==> src/rtl/debounce_pkg.sv <==
// Shared types and widths for the signal debouncer.
// The optional glitch counter is enabled by defining DEBOUNCE_GLITCH_CNT_EN.
package debounce_pkg;

    localparam int unsigned GLITCH_CNT_W = 8;

    typedef enum logic [1:0] {
        STABLE_LO = 2'd0,
        CHK_HI    = 2'd1,
        STABLE_HI = 2'd2,
        CHK_LO    = 2'd3
    } debounce_state_e;

    // Counter width able to hold values up to stable_cycles
    function automatic int unsigned cnt_width(input int unsigned stable_cycles);
        return $clog2(stable_cycles + 1);
    endfunction

endpackage

==> src/rtl/bit_synchronizer.sv <==
// Multi-flop synchronizer bringing an asynchronous bit into the clk domain.
module bit_synchronizer #(
    parameter int unsigned STAGES = 2
) (
    input  logic clk,
    input  logic rst,
    input  logic d,
    output logic q
);

    logic [STAGES-1:0] sync;

    always_ff @(posedge clk or posedge rst) begin
        if (rst) begin
            sync <= '0;
        end else begin
            sync <= {sync[STAGES-2:0], d};
        end
    end

    assign q = sync[STAGES-1];

endmodule

==> src/rtl/signal_debouncer.sv <==
// Synchronizes raw_in and accepts a new level only after STABLE_CYCLES equal samples.
// Define DEBOUNCE_GLITCH_CNT_EN to add the saturating glitch_cnt output.
module signal_debouncer
    import debounce_pkg::*;
#(
    parameter int unsigned STABLE_CYCLES = 16,
    parameter int unsigned SYNC_STAGES   = 2
) (
    input  logic                    clk,
    input  logic                    rst,
    input  logic                    raw_in,
    output logic                    sig_out,
    output logic                    busy
`ifdef DEBOUNCE_GLITCH_CNT_EN
    ,
    output logic [GLITCH_CNT_W-1:0] glitch_cnt
`endif
);

    localparam int unsigned          CNT_W    = cnt_width(STABLE_CYCLES);
    localparam logic [CNT_W-1:0]     CNT_LAST = CNT_W'(STABLE_CYCLES - 1);
    localparam logic [CNT_W-1:0]     CNT_ONE  = CNT_W'(1);

    debounce_state_e  state;
    logic [CNT_W-1:0] cnt;
    logic             sync_in;

    bit_synchronizer #(
        .STAGES (SYNC_STAGES)
    ) u_sync (
        .clk (clk),
        .rst (rst),
        .d   (raw_in),
        .q   (sync_in)
    );

    // Qualification FSM; sample-before-accept means a reversal on the final count rejects
    always_ff @(posedge clk or posedge rst) begin
        if (rst) begin
            state   <= STABLE_LO;
            cnt     <= '0;
            sig_out <= 1'b0;
            busy    <= 1'b0;
        end else begin
            case (state)
                STABLE_LO: begin
                    if (sync_in) begin
                        state <= CHK_HI;
                        cnt   <= CNT_ONE;
                        busy  <= 1'b1;
                    end
                end
                CHK_HI: begin
                    if (!sync_in) begin
                        state <= STABLE_LO;
                        cnt   <= '0;
                        busy  <= 1'b0;
                    end else if (cnt == CNT_LAST) begin
                        state   <= STABLE_HI;
                        cnt     <= '0;
                        sig_out <= 1'b1;
                        busy    <= 1'b0;
                    end else begin
                        cnt <= cnt + CNT_ONE;
                    end
                end
                STABLE_HI: begin
                    if (!sync_in) begin
                        state <= CHK_LO;
                        cnt   <= CNT_ONE;
                        busy  <= 1'b1;
                    end
                end
                CHK_LO: begin
                    if (sync_in) begin
                        state <= STABLE_HI;
                        cnt   <= '0;
                        busy  <= 1'b0;
                    end else if (cnt == CNT_LAST) begin
                        state   <= STABLE_LO;
                        cnt     <= '0;
                        sig_out <= 1'b0;
                        busy    <= 1'b0;
                    end else begin
                        cnt <= cnt + CNT_ONE;
                    end
                end
                default: begin
                    state <= STABLE_LO;
                    cnt   <= '0;
                    busy  <= 1'b0;
                end
            endcase
        end
    end

`ifdef DEBOUNCE_GLITCH_CNT_EN
    logic reject_c;

    assign reject_c = ((state == CHK_HI) && !sync_in) ||
                      ((state == CHK_LO) &&  sync_in);

    // Saturating count of candidate changes abandoned before acceptance
    always_ff @(posedge clk or posedge rst) begin
        if (rst) begin
            glitch_cnt <= '0;
        end else if (reject_c && (glitch_cnt != '1)) begin
            glitch_cnt <= glitch_cnt + GLITCH_CNT_W'(1);
        end
    end
`endif

endmodule

==> config.mk <==
export PLATFORM = sky130hd
export DESIGN_NAME = signal_debouncer
export DESIGN_NICKNAME = d
export VERILOG_FILES = /design/src/rtl/debounce_pkg.sv /design/src/rtl/bit_synchronizer.sv /design/src/rtl/signal_debouncer.sv
export SDC_FILE = /design/constraint.sdc
export NUM_CORES = 1
export LEC_CHECK = 0
export CAP_MARGIN = 20
export CELL_PAD_IN_SITES_DETAIL_PLACEMENT = 1
export CELL_PAD_IN_SITES_GLOBAL_PLACEMENT = 1
export CORE_MARGIN = 3
export CORE_UTILIZATION = 27
export CTS_CLUSTER_DIAMETER = 30
export DETAILED_ROUTE_END_ITERATION = 6
export GPL_ROUTABILITY_DRIVEN = 1
export PLACE_DENSITY_LB_ADDON = 0.25
export RECOVER_POWER = 50
export SLEW_MARGIN = 20
export SYNTH_ARGS = -nofsm -noshare
export SYNTH_HDL_FRONTEND = slang
export SYNTH_SLANG_ARGS = --single-unit
==> constraint.sdc <==
create_clock -name clk -period 1.2 [get_ports clk]
set_input_delay 0.24 -clock clk [delete_from_list [all_inputs] [get_ports clk]]
set_output_delay 0.24 -clock clk [all_outputs]
set_load 0.02 [all_outputs]
==> flow_metrics.env <==
export IMPL_outcome="complete, but fails checks"
export IMPL_violations="negative setup slack"
export IMPL_synth_top_family_by_area="compound AO/OA/AOI/OAI gates"
export IMPL_worst_path_buf_inv=1
export IMPL_timing_fmax_mhz=783.5
export IMPL_synth_area_per_cell_um2=11.55
export IMPL_cts_sinks=11
export IMPL_grtUsageTotal=0.1240
export IMPL_htreeDepth=1
export IMPL_slew_headroom=0.7225
export IMPL_coreArea_mm2=0.001612
export IMPL_dieHeight_um=48.89
export IMPL_tightest_slew_ns=0.4158
export IMPL_antenna_left=0
export IMPL_switching_share=0.2705
export IMPL_rsz0062_at_grt="true"
export IMPL_hold_viol=0
export IMPL_endpoint="sig_out$_DFFE_PP0P_"
export IMPL_cp_slowest_cell="dfrtp_1"
export IMPL_p_leak_nw=0.3145
export IMPL_nNetsFinal=66
export IMPL_vias=422
export IMPL_netlist_area_um2=496.7
export IMPL_nFillCells=171
export IMPL_clockBufferDepth=2
export IMPL_place_ws_ns=-0.09367
export IMPL_reg2regPathDepth=5
export IMPL_first_global_vias=511
export IMPL_path_cells="ha_2, buf_6, nand4b_1, o31ai_2, a21oi_1"
export IMPL_yosys_warnings=0
export IMPL_dieArea_mm2=0.002390
export IMPL_r2r_end="sig_out$_DFFE_PP0P_"
export IMPL_ys_seq_area_frac=0.5542
export IMPL_min_period_ns=1.276
export IMPL_cp_top_family="flip-flops"
export IMPL_cts_buffers=3
export IMPL_grt_overflow_total=0
export IMPL_grt_max_degree=12
export IMPL_critical_path_class="flop to flop"
export IMPL_final_cell_mix="dfrtp_1, buf_4, nand3_1, clkbuf_4"
export IMPL_cap_violations=0
export IMPL_final_layout_size_suffix_gt1_frac=0.5082
export IMPL_synth_xor_area_frac=0.06801
export IMPL_p_int_w=0.0005845
export IMPL_min_period_over_period=1.064
export IMPL_cp_required_ns=1.36
export IMPL_grt_antenna_before_repair=0
export IMPL_regArea_um2=277.8
export IMPL_drv_slew=0
export IMPL_setup_viol=6
export IMPL_antennaDiodeCount=0
export IMPL_crit_path_start_kind="flop"
export IMPL_grt_pass1_wl_um=2228
export IMPL_seqPwrFrac=0.512
export IMPL_multiInputGateArea_um2=274.0
export IMPL_hold_path_class="flop to flop"
export IMPL_synth_mux_area_frac=0
export IMPL_critical_path_endpoint_type="flop"
export IMPL_cts_tree="built"
export IMPL_wl_um=1242
export IMPL_pwr_share_comb=0.159
export IMPL_initial_core_util=0.3082
export IMPL_io_pins=5
export IMPL_ys_ff_latch=11
export IMPL_crit_path_start="cnt[1]$_DFFE_PP0P_"
export IMPL_critPathMaxStageDelay_ns=0.37
export IMPL_r2r_start="cnt[1]$_DFFE_PP0P_"
export IMPL_drc_errors=0
export IMPL_path_depth=5
export IMPL_switching_power_w=0.0002167
export IMPL_crit_path_max_fanout=3
export IMPL_root_buffer="clkbuf_4"
export IMPL_wire_per_inst_um=14.61
export IMPL_ir_worst_vdd_uv=589.8
export IMPL_syn2layout_area_growth_pct=48.11
export IMPL_clock_power_share=0.329
export IMPL_crit_arrival_ns=1.43
export IMPL_setup_ws_ns=-0.07625
export IMPL_r2r_slack_ns=-0.08
export IMPL_synth_compound_area_frac=0.1864
export IMPL_hpwl_um=939.5
export IMPL_clk_latency_ns=0.28
export IMPL_clkTransAtPathRegs_ns=0.08
export IMPL_fin_tns_setup_ns=-0.2916
export IMPL_synthAdderAreaFrac=0.02519
export IMPL_p_per_area_mw_per_mm2=1089
export IMPL_synthSimpleGateAreaFrac=0.1411
export IMPL_via_per_inst=4.965
export IMPL_die_x_um=48.89
export IMPL_detail_route_iter0_violations=1
export IMPL_p_total_w=0.0008012
export IMPL_place_congestion=0.8538
export IMPL_min_from="u_sync.sync[0]$_DFF_PP0_"
export IMPL_yosys_cell_types_count=22
export IMPL_synth_nets=47
export IMPL_num_rows=14
export IMPL_finClkSkew_ns=0.007170
export IMPL_place_port_buffers=4
export IMPL_first_pass_iters=3
export IMPL_syn_inst=43
[worst register-to-register path: stages (launching register included)]
cell      delay, ns
dfrtp_1        0.37
ha_2           0.19
buf_6          0.10
nand4b_1       0.17
o31ai_2        0.23
a21oi_1        0.09
[power by group through the flow]
| stage | registers (W) | clock network [W] | logic, W |
|---|---|---|---|
| floorplan | 0.000418 | 0 | 0.0000487 |
| global placement | 0.000412 | 0 | 0.000110 |
| detailed placement | 0.000415 | 0 | 0.000117 |
| CTS | 0.000407 | 0.000280 | 0.000122 |
| global route | 0.000413 | 0.000290 | 0.000142 |
| finish | 0.000410 | 0.000264 | 0.000128 |
[routing by layer]
metal	vias up	wire length [um]	track usage
met3	5	49	0.02446
met5	-	0	0
li1	196	-	-
met4	0	51	0.09953
met1	210	537	0.1293
met2	11	604	0.2149
[synth_stat cells]
cell type	instances	share of area
a32o_1	1	0.020
nor2_1	2	0.015
inv_1	2	0.015
a311oi_1	1	0.018
and4b_1	1	0.020
a21oi_1	2	0.020
o21ai_0	2	0.020
nor2_2	1	0.013
o31ai_1	1	0.015
nand4b_1	2	0.035
o2bb2ai_1	2	0.035
xor2_1	1	0.018
dfrtp_1	11	0.55
o211ai_1	1	0.015
buf_2	1	0.010
nand2_1	1	0.0075
ha_1	1	0.025
xor2_2	1	0.033
a31oi_1	1	0.013
nand3_1	5	0.050
o21a_1	2	0.030
xnor2_1	1	0.018
[cell families after synthesis]
kind of cell	count (synthesis)
adder cells (fa/ha/maj)	1
buffers and inverters	3
XOR/XNOR	3
AO/OA/AOI/OAI	13
AND/OR/NAND/NOR	12
flip-flops	11
[metrics by stage]
stage	std cells	cell area, um^2	util	hold WS [ns]
floorplan	43	499.2	-	0.09244
global placement	79	631.9	0.3921	0.3334
detailed placement	79	631.9	0.3921	0.3411
CTS	85	695.7	0.4317	0.2539
global route	85	735.7	0.4565	0.3581
finish	85	735.7	0.4565	0.3535
[flip-flops by register name, summed over array words and instances (netlist names), named ones only]
| name | cells |
|---|---|
| busy | 1 |
| cnt | 5 |
| sig_out | 1 |
| state | 1 |
| u_sync.sync | 2 |
[layout make-up]
type,count,share of cell area
timing repair buffer,15,0.1633
multi-input combinational,29,0.3724
sequential,11,0.3776
tap,24,0.04082
inverter,2,0.01020
clock buffer,4,0.03571
[worst min path at each step]
| stage | endpoint | slack [ns] | cells past startpoint |
|---|---|---|---|
| finish | u_sync.sync[1]$_DFF_PP0_ | 0.35 | 0 |
| global route | u_sync.sync[1]$_DFF_PP0_ | 0.36 | 0 |
| CTS | cnt[0]$_DFFE_PP0P_ | 0.25 | 2 |
| detailed placement | u_sync.sync[1]$_DFF_PP0_ | 0.34 | 0 |
| global placement | u_sync.sync[1]$_DFF_PP0_ | 0.33 | 0 |
| floorplan | asynchronous set/reset pin | 0.09 | 1 |
[repair_timing]
action	4_1_cts	5_1_grt
resized for setup	12	12
endpoints found under the setup margin	9	11
pin swaps	1	2
hold buffers	0	0
setup buffers	2	0
Note: power is estimated with default switching activity, not from simulation.
